===== config.mk =====
export PLATFORM = sky130hd
export DESIGN_NAME = bus_slave_demux
export DESIGN_NICKNAME = d
export VERILOG_FILES = /design/src/rtl/bus_slave_demux.sv
export SDC_FILE = /design/constraint.sdc
export NUM_CORES = 1
export LEC_CHECK = 0
export ABC_AREA = 1
export CORE_AREA = 2 2 185 187
export CTS_BUF_LIST = sky130_fd_sc_hd__clkbuf_2 sky130_fd_sc_hd__clkbuf_4 sky130_fd_sc_hd__clkbuf_8
export CTS_CLUSTER_DIAMETER = 200
export DETAILED_ROUTE_END_ITERATION = 10
export DIE_AREA = 0 0 187 189
export DONT_BUFFER_PORTS = 1
export GPL_TIMING_DRIVEN = 0
export MAX_ROUTING_LAYER = met4
export SYNTH_ARGS = -nofsm -noshare
export SYNTH_HDL_FRONTEND = slang
export SYNTH_SLANG_ARGS = --single-unit

===== constraint.sdc =====
create_clock -name i_clk -period 2.6 [get_ports i_clk]
set_input_delay 0.26 -clock i_clk [delete_from_list [all_inputs] [get_ports i_clk]]
set_output_delay 0.26 -clock i_clk [all_outputs]
set_load 0.02 [all_outputs]

===== src/rtl/bus_slave_demux.sv =====
// Single-master to NS-slave request demultiplexer with in-order response return.
// Requests that decode to no slave are answered by an internal bus-error responder.
module bus_slave_demux #(
    parameter int unsigned NS       = 8,
    parameter int unsigned AW       = 32,
    parameter int unsigned DW       = 38,
    parameter int unsigned RW       = 32,
    parameter int unsigned LGMAXOUT = 4
) (
    input  logic             i_clk,
    input  logic             i_reset,
    input  logic             i_valid,
    output logic             o_stall,
    input  logic [NS:0]      i_decode,
    input  logic [AW-1:0]    i_addr,
    input  logic [DW-1:0]    i_data,
    output logic [NS-1:0]    o_svalid,
    input  logic [NS-1:0]    i_sstall,
    output logic [AW-1:0]    o_saddr,
    output logic [DW-1:0]    o_sdata,
    input  logic [NS-1:0]    i_sack,
    input  logic [NS-1:0]    i_serr,
    input  logic [NS*RW-1:0] i_srdata,
    output logic             o_ack,
    output logic             o_err,
    output logic [RW-1:0]    o_rdata,
    output logic             o_busy
);

    localparam int unsigned SW = $clog2(NS + 1);
    localparam logic [LGMAXOUT-1:0] MAXOUT = {LGMAXOUT{1'b1}};
    localparam logic [SW-1:0] NOSLAVE = SW'(NS);

    typedef enum logic {IDLE, ACTIVE} state_t;

    state_t                state;
    state_t                state_next;
    logic [LGMAXOUT-1:0]   cnt;
    logic [LGMAXOUT-1:0]   cnt_next;
    logic [SW-1:0]         r_sel;
    logic [SW-1:0]         sel;
    logic                  err_pend;
    logic                  accept;
    logic                  ret;
    logic                  ret_err;
    logic                  held_stall;
    logic [RW-1:0]         srdata_sel;

    // Lowest set decode bit wins; an empty decode falls through to the error responder
    always_comb begin
        sel = NOSLAVE;
        for (int k = int'(NS) - 1; k >= 0; k--) begin
            if (i_decode[k]) begin
                sel = SW'(k);
            end
        end
    end

    // Stall, accept, return-event and next-state logic
    always_comb begin
        held_stall = 1'b0;
        o_stall    = 1'b0;
        accept     = 1'b0;
        ret        = 1'b0;
        ret_err    = 1'b0;
        srdata_sel = '0;
        cnt_next   = cnt;
        state_next = state;

        held_stall = |(o_svalid & i_sstall);
        o_stall    = held_stall
                   || (i_valid && (state == ACTIVE) && (sel != r_sel))
                   || (cnt == MAXOUT);
        accept     = i_valid && !o_stall;

        if (r_sel == NOSLAVE) begin
            ret     = err_pend;
            ret_err = 1'b1;
        end else begin
            for (int k = 0; k < int'(NS); k++) begin
                if (r_sel == SW'(k)) begin
                    ret        = i_sack[k] && (cnt != '0);
                    ret_err    = i_serr[k];
                    srdata_sel = i_srdata[k*RW +: RW];
                end
            end
        end

        cnt_next = cnt + LGMAXOUT'(accept) - LGMAXOUT'(ret);

        case (state)
            IDLE:    if (accept) state_next = ACTIVE;
            ACTIVE:  if (cnt_next == '0) state_next = IDLE;
            default: state_next = IDLE;
        endcase
    end

    always_ff @(posedge i_clk) begin
        if (i_reset) begin
            state <= IDLE;
        end else begin
            state <= state_next;
        end
    end

    // Request register, outstanding counter and response register
    always_ff @(posedge i_clk) begin
        if (i_reset) begin
            cnt      <= '0;
            r_sel    <= '0;
            err_pend <= 1'b0;
            o_svalid <= '0;
            o_saddr  <= '0;
            o_sdata  <= '0;
            o_ack    <= 1'b0;
            o_err    <= 1'b0;
            o_rdata  <= '0;
        end else begin
            cnt      <= cnt_next;
            err_pend <= accept && (sel == NOSLAVE);

            if (accept) begin
                r_sel <= sel;
                if (sel != NOSLAVE) begin
                    o_svalid <= NS'(1) << sel;
                    o_saddr  <= i_addr;
                    o_sdata  <= i_data;
                end else begin
                    o_svalid <= '0;
                end
            end else if (!held_stall) begin
                o_svalid <= '0;
            end

            o_ack <= ret && !ret_err;
            o_err <= ret && ret_err;
            if (ret) begin
                o_rdata <= srdata_sel;
            end
        end
    end

    assign o_busy = (state == ACTIVE);

endmodule


-- Word-level counts from Yosys, hierarchy flattened
Cells that the tools add are included.
- flip-flop bits (word level): 122
- input port bits: 362
- output and inout port bits: 114
- logic and storage cells: 92
- $add $sub $neg: 2
- equality and inequality tests: 13
- shift-type cells: 1
- mux-type cells: 41
- bitwise operators: 2
- reductions and logical operators: 23
- operator list (cell ; number):
    $mux W32 ; 9
    $mux W4 ; 8
    $mux W8 ; 3
    $mux W1 ; 20
    $eq A4 B3 Y1 const B ; 4
    $logic_and A1 B1 Y1 ; 14
    $eq A4 B4 Y1 const B ; 3
    $and A8 B8 Y8 ; 1
    $eq A4 B2 Y1 const B ; 2
    $logic_not A4 Y1 ; 2
    $reduce_or A8 Y1 ; 1
    $shl A1 B4 Y8 const A ; 1
    $add A4 B1 Y4 ; 1
    $eq A4 B1 Y1 const B ; 1
    $ne A4 B4 Y1 ; 1
    $ne A4 B4 Y1 const B ; 1
    $reduce_bool A4 Y1 ; 1
    $sub A4 B1 Y4 ; 1
    $logic_not A1 Y1 ; 2
    $logic_or A1 B1 Y1 ; 2
    $ne A2 B2 Y1 const B ; 1
    $pmux W1 S2 ; 1
    $reduce_and A2 Y1 ; 1
    $not A1 Y1 ; 1

-- Logic depth before layout (Yosys ltp)
Gate-level depths: netlist (run 1).
- depth in word-level cells: 19
- mapped depth: 20
- mapped depth without buffers: 20

-- Worst setup path before layout (run 1)
OpenSTA, ideal clock, no wires.
- kind: register to register
- from: register r_sel[1]
- to: register state (netlist: o_busy)
- setup time: 122 ps
- data arrival time: 2623 ps
- required time: 2478 ps
- setup slack: -145 ps
- cell stages (with the launch flop): 18
- buffers on the path: 2
- period minus slack after synthesis: 2745 ps
- cells stage by stage: dfxtp_1 > buf_4 > nor2_1 > inv_2 > nor2_1 > nand2_1 > nand4_1 > nand2_1 > nand3_1 > buf_2 > ha_1 > inv_1 > ha_1 > inv_1 > fa_1 > xor2_1 > a41oi_1 > a2bb2oi_1
- cells in the longest elaborated chain, start to end: 14
- elaborated cells on any way between the ends: 30
- classes of those cells: add/sub (2); eq/ne (9); mux (12); reduce/logical (7)
- RTL lines (item ; RTL line ; RTL):
    start, declared ; 40 ; logic [SW-1:0] r_sel;
    start signal, assigned ; 123 ; r_sel <= sel;
    $logic_not A4 Y1 ; 81 ; if (r_sel == SW'(k)) begin
    $mux W1 (8 in a row) ; 81 ;
    $mux W1 (*) ; 76 ; if (r_sel == NOSLAVE) begin
    via ret ; 44 ; logic ret;
    $sub A4 B1 Y4 (*) ; 89 ; cnt_next = cnt + LGMAXOUT'(accept) - LGMAXOUT'(ret);
    $logic_not A4 Y1 (*) ; 93 ; ACTIVE: if (cnt_next == '0) state_next = IDLE;
    $mux W1 (*) ; 93 ;
    $pmux W1 S2 (*) ; 91 ; case (state)
    end signal, assigned ; 102 ; state <= state_next;
    end, declared ; 36 ; state_t state;
The timed path passes the listed nets; every way through them passes the cells marked *.
A chain may end at the register's enable or synchronous reset.

-- Worst setup path in the final report (run 1)
- from: register r_sel[2]
- to: register state (netlist: o_busy)
- cells in the longest elaborated chain, start to end: 14
- elaborated cells on any way between the ends: 30
- classes of those cells: add/sub (2); eq/ne (9); mux (12); reduce/logical (7)
- RTL lines (item ; RTL line):
    $logic_not A4 Y1 ; 81
    $mux W1 (8 in a row) ; 81
    $mux W1 ; 76
    $sub A4 B1 Y4 ; 89
    $logic_not A4 Y1 ; 93
    $mux W1 ; 93
    $pmux W1 S2 (*) ; 91
Mark *: on every way between the ends. The rest lies on a longest branch, timed or not.

==> results of run 1 <==
[layout by cell type (no fill, tap or decap), types with 9 or more instances in the layout]
master                          instances
sky130_fd_sc_hd__a21oi_1              104
sky130_fd_sc_hd__buf_2                 20
sky130_fd_sc_hd__buf_4                 25
sky130_fd_sc_hd__clkbuf_1              35
sky130_fd_sc_hd__clkbuf_8              17
sky130_fd_sc_hd__dfxtp_1              110
sky130_fd_sc_hd__dfxtp_2                9
sky130_fd_sc_hd__diode_2               10
sky130_fd_sc_hd__dlygate4sd3_1         73
sky130_fd_sc_hd__inv_1                 96
sky130_fd_sc_hd__nand2_1              384
sky130_fd_sc_hd__nand3_1               49
sky130_fd_sc_hd__nand3_2               19
sky130_fd_sc_hd__nand4_1               60
sky130_fd_sc_hd__nor2_1               167
sky130_fd_sc_hd__o21ai_0               11
sky130_fd_sc_hd__or2_2                 27
[final timing paths]
path                    start           to  slack (ns)  cells after the start
setup reg to reg     r_sel[2]       o_busy       -0.11                     16
hold reg to reg   o_svalid[2]  o_svalid[2]        0.53                      2
setup / recovery     r_sel[2]       o_busy       -0.11                     16
hold / removal        i_valid     r_sel[3]        0.02                      2
[registers in the layout (all words and copies together) (netlist names), 4 cells and up]
| register | count |
|---|---|
| o_sdata | 38 |
| o_rdata | 32 |
| o_saddr | 32 |
| o_svalid | 8 |
| cnt | 4 |
| r_sel | 4 |
[timing repair]
item	CTS	global route
cloned	0	0
pin swaps	16	12
hold buffers	72	1
setup buffers	22	8
endpoints found under the setup margin	6	6
endpoints found under the hold margin	72	1
gates resized for setup	39	9
[worst reg2reg max path: cells and delay by family (launching register included)]
kind	cells	cell delay [ns]
fa+ha+maj	3	0.75
buf+inv	5	0.47
compound gates	3	0.43
simple gates	4	0.41
flops	1	0.38
xor+xnor	1	0.18
[routing by layer]
| layer | global-route usage | up-vias | part of all wire |
|---|---|---|---|
| met2 | 0.316 | 465 | 0.43 |
| met5 | - | - | 0 |
| met3 | 0.0951 | 67 | 0.11 |
| li1 | - | 3951 | - |
| met4 | 0.0696 | 0 | 0.027 |
| met1 | 0.264 | 3968 | 0.42 |
[kinds of logic (layout without fill, tap and decap cells)]
family / after synthesis / in the layout
AO/OA/AOI/OAI: 124 / 124
XOR/XNOR: 2 / 2
adder cells (fa/ha/maj): 7 / 7
buffers and inverters: 177 / 309
flip-flops: 122 / 122
other: 0 / 10
AND/OR/NAND/NOR: 737 / 737
[power by group through the flow]
stage	clock network [W]	logic, W	registers, W
after floorplan	0	0.00131	0.00271
after global placement	0	0.00173	0.00283
after detailed placement	0	0.00177	0.00283
after CTS	0.00178	0.00205	0.00279
after global routing	0.00186	0.00232	0.00283
final	0.00172	0.00207	0.00280
[per-stage QoR]
step,hold slack (ns),util,worst slack [ns],setup TNS [ns]
finish,0.0186,0.281,-0.106,-0.111
global route,0.0109,0.281,-0.256,-0.429
CTS,0.00125,0.279,-0.183,-0.323
detailed placement,0.403,0.236,-1.04,-3.70
global placement,0.398,0.236,-1.01,-3.47
floorplan,0.395,-,0.0125,0
[area by class of cell]
class / instances / area [um^2]
Fill cell: 3699 / 23900
Multi-Input combinational cell: 870 / 4190
Sequential cell: 122 / 2460
Timing Repair Buffer: 102 / 993
Tap cell: 448 / 561
Inverter: 109 / 424
Buffer: 66 / 338
Clock buffer: 17 / 234
Clock inverter: 15 / 140
Antenna cell: 10 / 25.0
==> impl_metrics.csv, run 1 <==
group,metric,value,unit
outcome,status,"finished with violations",
outcome,failed_checks,"setup timing",
power,power.clock.fraction,0.261,
power,power.ir.vdd_worst,328,uV
clock_network,tritoncts_clock_tree,"yes",
synthesis,synthTopCellsByArea,"sky130_fd_sc_hd__dfxtp_1 (34%), sky130_fd_sc_hd__nand2_1 (20%), sky130_fd_sc_hd__nor2_1 (8.9%)",
synthesis,synth_async_sr_flop_share,0,
sta,timing.final.hold_violations,0,
sta,skew,0.0192,ns
min_path,hold_class,"in2reg",
worst_setup_path,critical_path.startpoint_type,"flop",
power,total_power,0.00658,W
grt,grt_pass1_vias,8361,
clock_network,cts_bufs_inserted,17,
grt,grt_overflow_total,0,
synthesis,synth_area_leader_cell,"sky130_fd_sc_hd__dfxtp_1",
grt,globalRouteTotalUtil,0.216,
worst_setup_path,setup.worst_path.class,"reg2reg",
worst_setup_path,nature_of_the_critical_path_endpoint,"flop",
floorplan,initial_utilization,0.216,
synthesis,post_synth_mux_area_share,0,
place,place.detailed.hpwl,30000,um
cells_and_area,area_growth,30.0,%
worst_setup_path,worst_ep_arrival_time,3.05,ns
power,cellPowerDensity,703,mW/mm^2
synthesis,ys_ff_latch,122,
floorplan,die_height,189,um
synthesis,synthDistinctLibCells,36,
grt,grt_first_pass_wirelength,54300,um
synthesis,yosys.area_share.xor_xnor,0.00243,
worst_setup_path,crit_chain,"buf_12 > nand2_8 > buf_4 > nor2_4 > inv_2 > o211a_1 > nand2_2 > nand3_4 > ha_4 > inv_4 > ha_4 > inv_2 > fa_2 > xor2_2 > a41oi_2 > a2bb2oi_1",
synthesis,combinational_family_with_the_most_area_after_synthesis,"simple AND/OR/NAND/NOR gates",
route,route.detailed.vias_per_inst,4.80,
sta,slew_violations,0,
worst_setup_path,crit_path_max_incr_delay,0.38,ns
synthesis,synth_seq_area_share,0.339,
worst_setup_path,path_delay_family,"adder cells",
sta,grt_setup_unrepaired,"true",
clock_network,cts_htree_levels,4,
worst_setup_path,highest_delay_cell_along_the_critical_path,"sky130_fd_sc_hd__dfxtp_4",
synthesis,yosysMostFrequentCell,"sky130_fd_sc_hd__nand2_1",
worst_setup_path,critical_path_required,2.95,ns
floorplan,io_pins,476,
synthesis,synthFlopType,"sky130_fd_sc_hd__dfxtp_1",
floorplan,core-area,0.0333,mm^2
synthesis,yosys_warnings,0,
synthesis,synth.avg_cell_area,6.16,um^2
route,post-route-drc-count,0,
sta,post-route-period-util,1.04,
place,place.detailed.instances,1617,
power,p_int,0.00376,W
route,detail_route.first_pass.iterations,5,
synthesis,fraction_of_the_mapped_netlist_area_in_compound_gates,0.0912,
run,max-cap-violations,0,
cells_and_area,drive_above_1_share,0.150,
sta,slew_headroom,0.366,
route,antenna_left,0,
power,sw_frac_of_total,0.429,
clock_network,insertion_delay,0.45,ns
floorplan,die_w,187,um
clock_network,clkSlewWorstSetupHoldPaths,0.08,ns
route,route.final.wire_length,38300,um
power,combinational_fraction_of_design_power,0.314,
cells_and_area,fin_cells,1759,
clock_network,clockBufferDepth,2,
worst_setup_path,critPathMaxFanout,6,
place,portBuffers,0,
place,placed_area,0.00784,mm^2
sta,timing.fmax,370,MHz
floorplan,std_cell_rows,67,
place,place_congestion,0.962,
floorplan,floorplan.die_area,0.0353,mm^2
worst_setup_path,buffering_stage_count_on_the_worst_path_with_inverters_included,5,
synthesis,synth_simple_gate_area_frac,0.451,
synthesis,yosysTopAreaCellShare,0.339,
cells_and_area,fin_nets,1657,
clock_network,cts.sink_count,122,
grt,pin_count_of_the_biggest_net_entering_global_routing,17,
synthesis,synth-edff-count,0,
route,dr_total_vias,8451,
route,detail_route.iter0.violations,557,
power,leakage,4.03,nW
power,seq_power_share,0.425,
synthesis,post_synth_fa_ha_maj_area_fraction,0.0132,
route,routedWlPerCell,21.8,um
sta,tightestPinTransition,0.951,ns
synthesis,post_synth_inst_count,1169,
sta,post-route-worst-setup-slack,-0.106,ns
power,power.net_switching,0.00282,W
clock_network,ctsRootBufferMaster,"sky130_fd_sc_hd__clkbuf_8",
synthesis,ys_top_cells_by_count,"sky130_fd_sc_hd__nand2_1 (393), sky130_fd_sc_hd__nor2_1 (171), sky130_fd_sc_hd__dfxtp_1 (122)",
synthesis,number_of_nets_in_the_synthesized_netlist,1538,
grt,antenna_found_initial,9,
synthesis,synth_area,0.00720,mm^2
sta,setup_viol_count_final,2,
cells_and_area,final_area,0.00937,mm^2
sta,period_minus_slack,2.71,ns
Power figures use the tool's default switching activity.
==> run 2: changes to the inputs <==
Settings changed: SKIP_CTS_REPAIR_TIMING set to 1.
==> impl_metrics.csv, run 2 (same netlist as run 1, synthesis figures left out) <==
group,metric,value,unit
outcome,failed_checks,"setup timing",
grt,pin_count_of_the_biggest_net_entering_global_routing,17,
place,pre_cts_slack,-1.04,ns
clock_network,cts_htree_levels,4,
place,place.detailed.hpwl,30000,um
place,place_congestion,0.962,
worst_setup_path,buffering_stage_count_on_the_worst_path_with_inverters_included,7,
clock_network,tritoncts_clock_tree,"yes",
route,post-route-drc-count,0,
place,portBuffers,0,
worst_setup_path,nature_of_the_critical_path_endpoint,"flop",
floorplan,io_pins,476,
route,detail_route.iter0.violations,478,
sta,fin_worst_hold_slack,0.0433,ns
grt,globalRouteMet2Util,0.298,
grt,grt.met1_usage,0.256,
cells_and_area,largest_registers,"o_sdata: 38 flops, o_rdata: 32 flops, o_saddr: 32 flops",
worst_setup_path,critical_path.startpoint_type,"flop",
worst_setup_path,setup.worst_path.class,"reg2reg",
grt,grt_util_met3,0.0869,
worst_setup_path,critPathMaxFanout,7,
clock_network,cts.sink_count,122,
min_path,hold_class,"in2reg",
clock_network,clockBufferDepth,2,
route,dr_total_vias,8426,
route,route.final.wire_length,37800,um
cells_and_area,fin_nets,1648,
cells_and_area,layout.core_utilization,0.279,
run,max-cap-violations,0,
clock_network,cts_bufs_inserted,17,
sta,timing.fmax,359,MHz
worst_setup_path,critical_path_required,2.94,ns
sta,timing.final.hold_violations,0,
grt,antenna_found_initial,9,
sta,post-route-worst-setup-slack,-0.184,ns
clock_network,clkSlewWorstSetupHoldPaths,0.09,ns
cells_and_area,area_growth,29.0,%
worst_setup_path,path_delay_family,"adder cells",
grt,grt_pass1_vias,7702,
grt,globalRouteTotalUtil,0.204,
cells_and_area,layout.cells.most_common,"sky130_fd_sc_hd__nand2_1",
route,antenna_left,0,
outcome,status,"finished with violations",
clock_network,insertion_delay,0.45,ns
cells_and_area,flip_flop_count_of_the_largest_register_after_layout,38,
floorplan,die_w,187,um
worst_setup_path,highest_delay_cell_along_the_critical_path,"sky130_fd_sc_hd__fa_2",
sta,post-route-period-util,1.07,
sta,slew_violations,0,
grt,grt-busiest-layer,"met2",
worst_setup_path,crit_path_max_incr_delay,0.54,ns
sta,setup_viol_count_final,2,
sta,skew,0.0158,ns
power,power.ir.vdd_worst,367,uV
worst_setup_path,worst_ep_arrival_time,3.12,ns
cells_and_area,drive_above_1_share,0.143,
sta,period_minus_slack,2.78,ns
floorplan,std_cell_rows,67,
power,leakage,3.98,nW
floorplan,core-area,0.0333,mm^2
grt,grt_overflow_total,0,
clock_network,ctsRootBufferMaster,"sky130_fd_sc_hd__clkbuf_8",
route,detail_route.first_pass.iterations,6,
cells_and_area,num-fill-cells,3697,
power,cellPowerDensity,704,mW/mm^2
floorplan,floorplan.die_area,0.0353,mm^2
sta,grt_setup_unrepaired,"true",
sta,tightestPinTransition,0.971,ns
cells_and_area,top_register,"o_sdata",
route,route.detailed.vias_per_inst,4.81,
floorplan,die_height,189,um
floorplan,initial_utilization,0.216,
route,routedWlPerCell,21.6,um
grt,grt_first_pass_wirelength,51100,um
worst_setup_path,crit_chain,"buf_8 > buf_6 > nor3_4 > buf_12 > nand2_2 > nand2_1 > inv_1 > nand4_1 > nand2_2 > nand3_4 > buf_8 > ha_4 > inv_4 > ha_4 > inv_2 > fa_2 > a41oi_2 > a2bb2oi_1",
cells_and_area,commonest_non_fill_non_tap_cells_in_the_layout,"sky130_fd_sc_hd__nand2_1 (384), sky130_fd_sc_hd__nor2_1 (167), sky130_fd_sc_hd__dfxtp_1 (110), sky130_fd_sc_hd__a21oi_1 (104), sky130_fd_sc_hd__inv_1 (96)",
sta,slew_headroom,0.353,
run 2: power by group:
part | internal [W] | switching (W) | leakage (nW)
clock network | 0.000773 | 0.000935 | 0.186
logic | 0.000790 | 0.00124 | 2.78
registers | 0.00218 | 0.000619 | 1.01
run 2: area by class of cell:
| class | instances | area (um^2) | share of cell area |
|---|---|---|---|
| Tap cell | 448 | 561 | 0.0603 |
| Buffer | 68 | 359 | 0.0387 |
| Multi-Input combinational cell | 870 | 4190 | 0.452 |
| Sequential cell | 122 | 2470 | 0.266 |
| Clock inverter | 15 | 140 | 0.0151 |
| Clock buffer | 17 | 234 | 0.0252 |
| Inverter | 109 | 422 | 0.0454 |
| Timing Repair Buffer | 91 | 887 | 0.0955 |
| Antenna cell | 10 | 25.0 | 0.00269 |
run 2: worst register-to-register path, stage by stage, from the launching register on:
cell                        delay (ns)
sky130_fd_sc_hd__dfxtp_2          0.33
sky130_fd_sc_hd__buf_8            0.13
sky130_fd_sc_hd__buf_6            0.12
sky130_fd_sc_hd__nor3_4           0.19
sky130_fd_sc_hd__buf_12           0.15
sky130_fd_sc_hd__nand2_2          0.05
sky130_fd_sc_hd__nand2_1          0.05
sky130_fd_sc_hd__inv_1            0.04
sky130_fd_sc_hd__nand4_1          0.12
sky130_fd_sc_hd__nand2_2          0.10
sky130_fd_sc_hd__nand3_4          0.08
sky130_fd_sc_hd__buf_8            0.11
sky130_fd_sc_hd__ha_4             0.20
sky130_fd_sc_hd__inv_4            0.05
sky130_fd_sc_hd__ha_4             0.12
sky130_fd_sc_hd__inv_2            0.03
sky130_fd_sc_hd__fa_2             0.54
sky130_fd_sc_hd__a41oi_2          0.11
sky130_fd_sc_hd__a2bb2oi_1        0.16
run 2: path summary, 6_finish.rpt:
check                end  slack [ns]        start  cells past startpoint
max               o_busy       -0.18     r_sel[1]                     18
min                o_ack        0.04    i_serr[7]                      2
max reg2reg       o_busy       -0.18     r_sel[1]                     18
min reg2reg  o_svalid[2]        0.53  o_svalid[2]                      2
run 2: layer usage:
layer  part of all wire  vias up
met5                  0        -
met1               0.43     3946
met4              0.023        0
met2               0.44      465
met3               0.12       76
li1                   -     3939
run 2: per-stage QoR:
step                      area (um^2)  power, W  cells  TNS [ns]
after floorplan                  7280   0.00403   1169         0
final                            9290   0.00654   1750    -0.265
after detailed placement         7840   0.00460   1617     -3.70
after CTS                        8220   0.00635   1649     -3.75
after global routing             9280   0.00697   1747    -0.663
after global placement           7840   0.00456   1617     -3.47
==> run 3: changes to the inputs <==
--- a/config.mk
+++ b/config.mk
@@ -13,5 +13,4 @@
 export DIE_AREA = 0 0 187 189
 export DONT_BUFFER_PORTS = 1
-export GPL_TIMING_DRIVEN = 0
 export MAX_ROUTING_LAYER = met4
 export SKIP_CTS_REPAIR_TIMING = 1
==> constraint.sdc (replaced) <==
create_clock -name i_clk -period 2.6 [get_ports i_clk]
set_input_delay 0.52 -clock i_clk [delete_from_list [all_inputs] [get_ports i_clk]]
set_output_delay 0.52 -clock i_clk [all_outputs]
set_load 0.02 [all_outputs]
==> impl_metrics.csv, run 3 (same netlist as run 1, synthesis figures left out) <==
group,metric,value,unit
clock_network,insertion_delay,0.45,ns
worst_setup_path,nature_of_the_critical_path_endpoint,"flop",
clock_network,clockBufferDepth,2,
worst_setup_path,critical_path.startpoint_type,"flop",
grt,pin_count_of_the_biggest_net_entering_global_routing,59,
clock_network,ctsRootBufferMaster,"sky130_fd_sc_hd__clkbuf_8",
place,placed_area,0.00795,mm^2
worst_setup_path,critical_path_required,2.98,ns
place,place_congestion,0.910,
sta,totalNegativeSetupSlack,0,ns
power,cellPowerDensity,743,mW/mm^2
outcome,status,"completed",
floorplan,initial_utilization,0.216,
cells_and_area,layout.core_utilization,0.254,
cells_and_area,top_register,"o_sdata",
place,place.detailed.hpwl,24800,um
cells_and_area,flip_flop_count_of_the_largest_register_after_layout,38,
floorplan,die_height,189,um
power,power.ir.vdd_worst,314,uV
place,portBuffers,0,
grt,globalRouteTotalUtil,0.176,
sta,timing.fmax,394,MHz
grt,globalRouteMet2Util,0.275,
route,antenna_left,0,
clock_network,tritoncts_clock_tree,"yes",
grt,grt_overflow_total,0,
cells_and_area,final_area,0.00846,mm^2
route,routedWlPerCell,19.1,um
run,max-cap-violations,0,
worst_setup_path,critPathMaxFanout,4,
cells_and_area,layout.cells.most_common,"sky130_fd_sc_hd__nand2_1",
sta,setup_viol_count_final,0,
route,route.final.wire_length,31400,um
sta,slew_violations,0,
sta,post-route-period-util,0.975,
cells_and_area,largest_registers,"o_sdata: 38 flops, o_rdata: 32 flops, o_saddr: 32 flops",
grt,grt_util_met3,0.0667,
clock_network,cts.sink_count,122,
grt,grt_pass1_vias,7378,
cells_and_area,commonest_non_fill_non_tap_cells_in_the_layout,"sky130_fd_sc_hd__nand2_1 (385), sky130_fd_sc_hd__nor2_1 (167), sky130_fd_sc_hd__dfxtp_1 (118), sky130_fd_sc_hd__a21oi_1 (104), sky130_fd_sc_hd__inv_1 (93)",
power,leakage,3.67,nW
route,post-route-drc-count,0,
clock_network,cts_bufs_inserted,17,
floorplan,die_w,187,um
grt,grt.met1_usage,0.208,
grt,grt-busiest-layer,"met2",
sta,tightestPinTransition,0.831,ns
floorplan,floorplan.die_area,0.0353,mm^2
power,total_power,0.00628,W
sta,skew,0.0180,ns
floorplan,std_cell_rows,67,
cells_and_area,num-fill-cells,3738,
cells_and_area,area_growth,17.4,%
cells_and_area,drive_above_1_share,0.161,
worst_setup_path,worst_ep_arrival_time,2.91,ns
clock_network,clkSlewWorstSetupHoldPaths,0.09,ns
route,dr_total_vias,7669,
sta,period_minus_slack,2.54,ns
sta,grt_setup_unrepaired,"true",
worst_setup_path,setup.worst_path.class,"reg2reg",
floorplan,core-area,0.0333,mm^2
min_path,hold_class,"in2reg",
sta,fin_worst_hold_slack,0.146,ns
cells_and_area,fin_nets,1549,
route,detail_route.first_pass.iterations,6,
grt,grt_first_pass_wirelength,45400,um
clock_network,cts_htree_levels,4,
route,route.detailed.vias_per_inst,4.67,
grt,antenna_found_initial,2,
sta,slew_headroom,0.440,
route,detail_route.iter0.violations,585,
sta,timing.final.hold_violations,0,
floorplan,io_pins,476,
run 3: area by class of cell:
class / count / area, um^2 / share of cell area
Antenna cell: 2 / 5.00 / 0.000592
Clock buffer: 17 / 234 / 0.0277
Clock inverter: 15 / 140 / 0.0166
Inverter: 109 / 419 / 0.0496
Multi-Input combinational cell: 870 / 4160 / 0.492
Sequential cell: 122 / 2450 / 0.290
Tap cell: 448 / 561 / 0.0663
Timing Repair Buffer: 60 / 479 / 0.0567
run 3: final timing paths:
check,from,to,slack (ns),cells past startpoint
setup / recovery,r_sel[2],o_busy,0.06,15
hold / removal,i_reset,o_svalid[0],0.15,1
setup reg to reg,r_sel[2],o_busy,0.06,15
hold reg to reg,r_sel[3],r_sel[3],0.55,2
run 3: worst max-delay path: stages (launching register included):
cell and delay (ns):
sky130_fd_sc_hd__dfxtp_4 0.40, sky130_fd_sc_hd__inv_4 0.06, sky130_fd_sc_hd__buf_4 0.14, sky130_fd_sc_hd__nand3_1 0.08, sky130_fd_sc_hd__nand3_1 0.08, sky130_fd_sc_hd__nor2_1 0.10
sky130_fd_sc_hd__nand3_1 0.10, sky130_fd_sc_hd__nand2_2 0.10, sky130_fd_sc_hd__nand3_4 0.09, sky130_fd_sc_hd__ha_4 0.27, sky130_fd_sc_hd__inv_2 0.04, sky130_fd_sc_hd__ha_4 0.15
sky130_fd_sc_hd__inv_2 0.06, sky130_fd_sc_hd__fa_2 0.45, sky130_fd_sc_hd__a41oi_2 0.19, sky130_fd_sc_hd__a2bb2oi_1 0.17
run 3: where the power goes:
| part | switching, W | leakage (nW) | internal (W) |
|---|---|---|---|
| sequential | 0.000584 | 1.01 | 0.00218 |
| clock | 0.000916 | 0.197 | 0.000775 |
| combinational | 0.00116 | 2.47 | 0.000670 |
run 3: metal layers:
metal,part of all wire,vias to the layer above
li1,-,3723
met1,0.40,3502
met2,0.47,396
met3,0.11,48
met4,0.023,0
met5,0,-
run 3: metrics by stage:
stage | cells | worst slack, ns
finish | 1643 | 0.0639
global route | 1643 | -0.0520
CTS | 1637 | -0.145
global placement | 1605 | -0.199
detailed placement | 1605 | -0.237
floorplan | 1169 | -0.0572
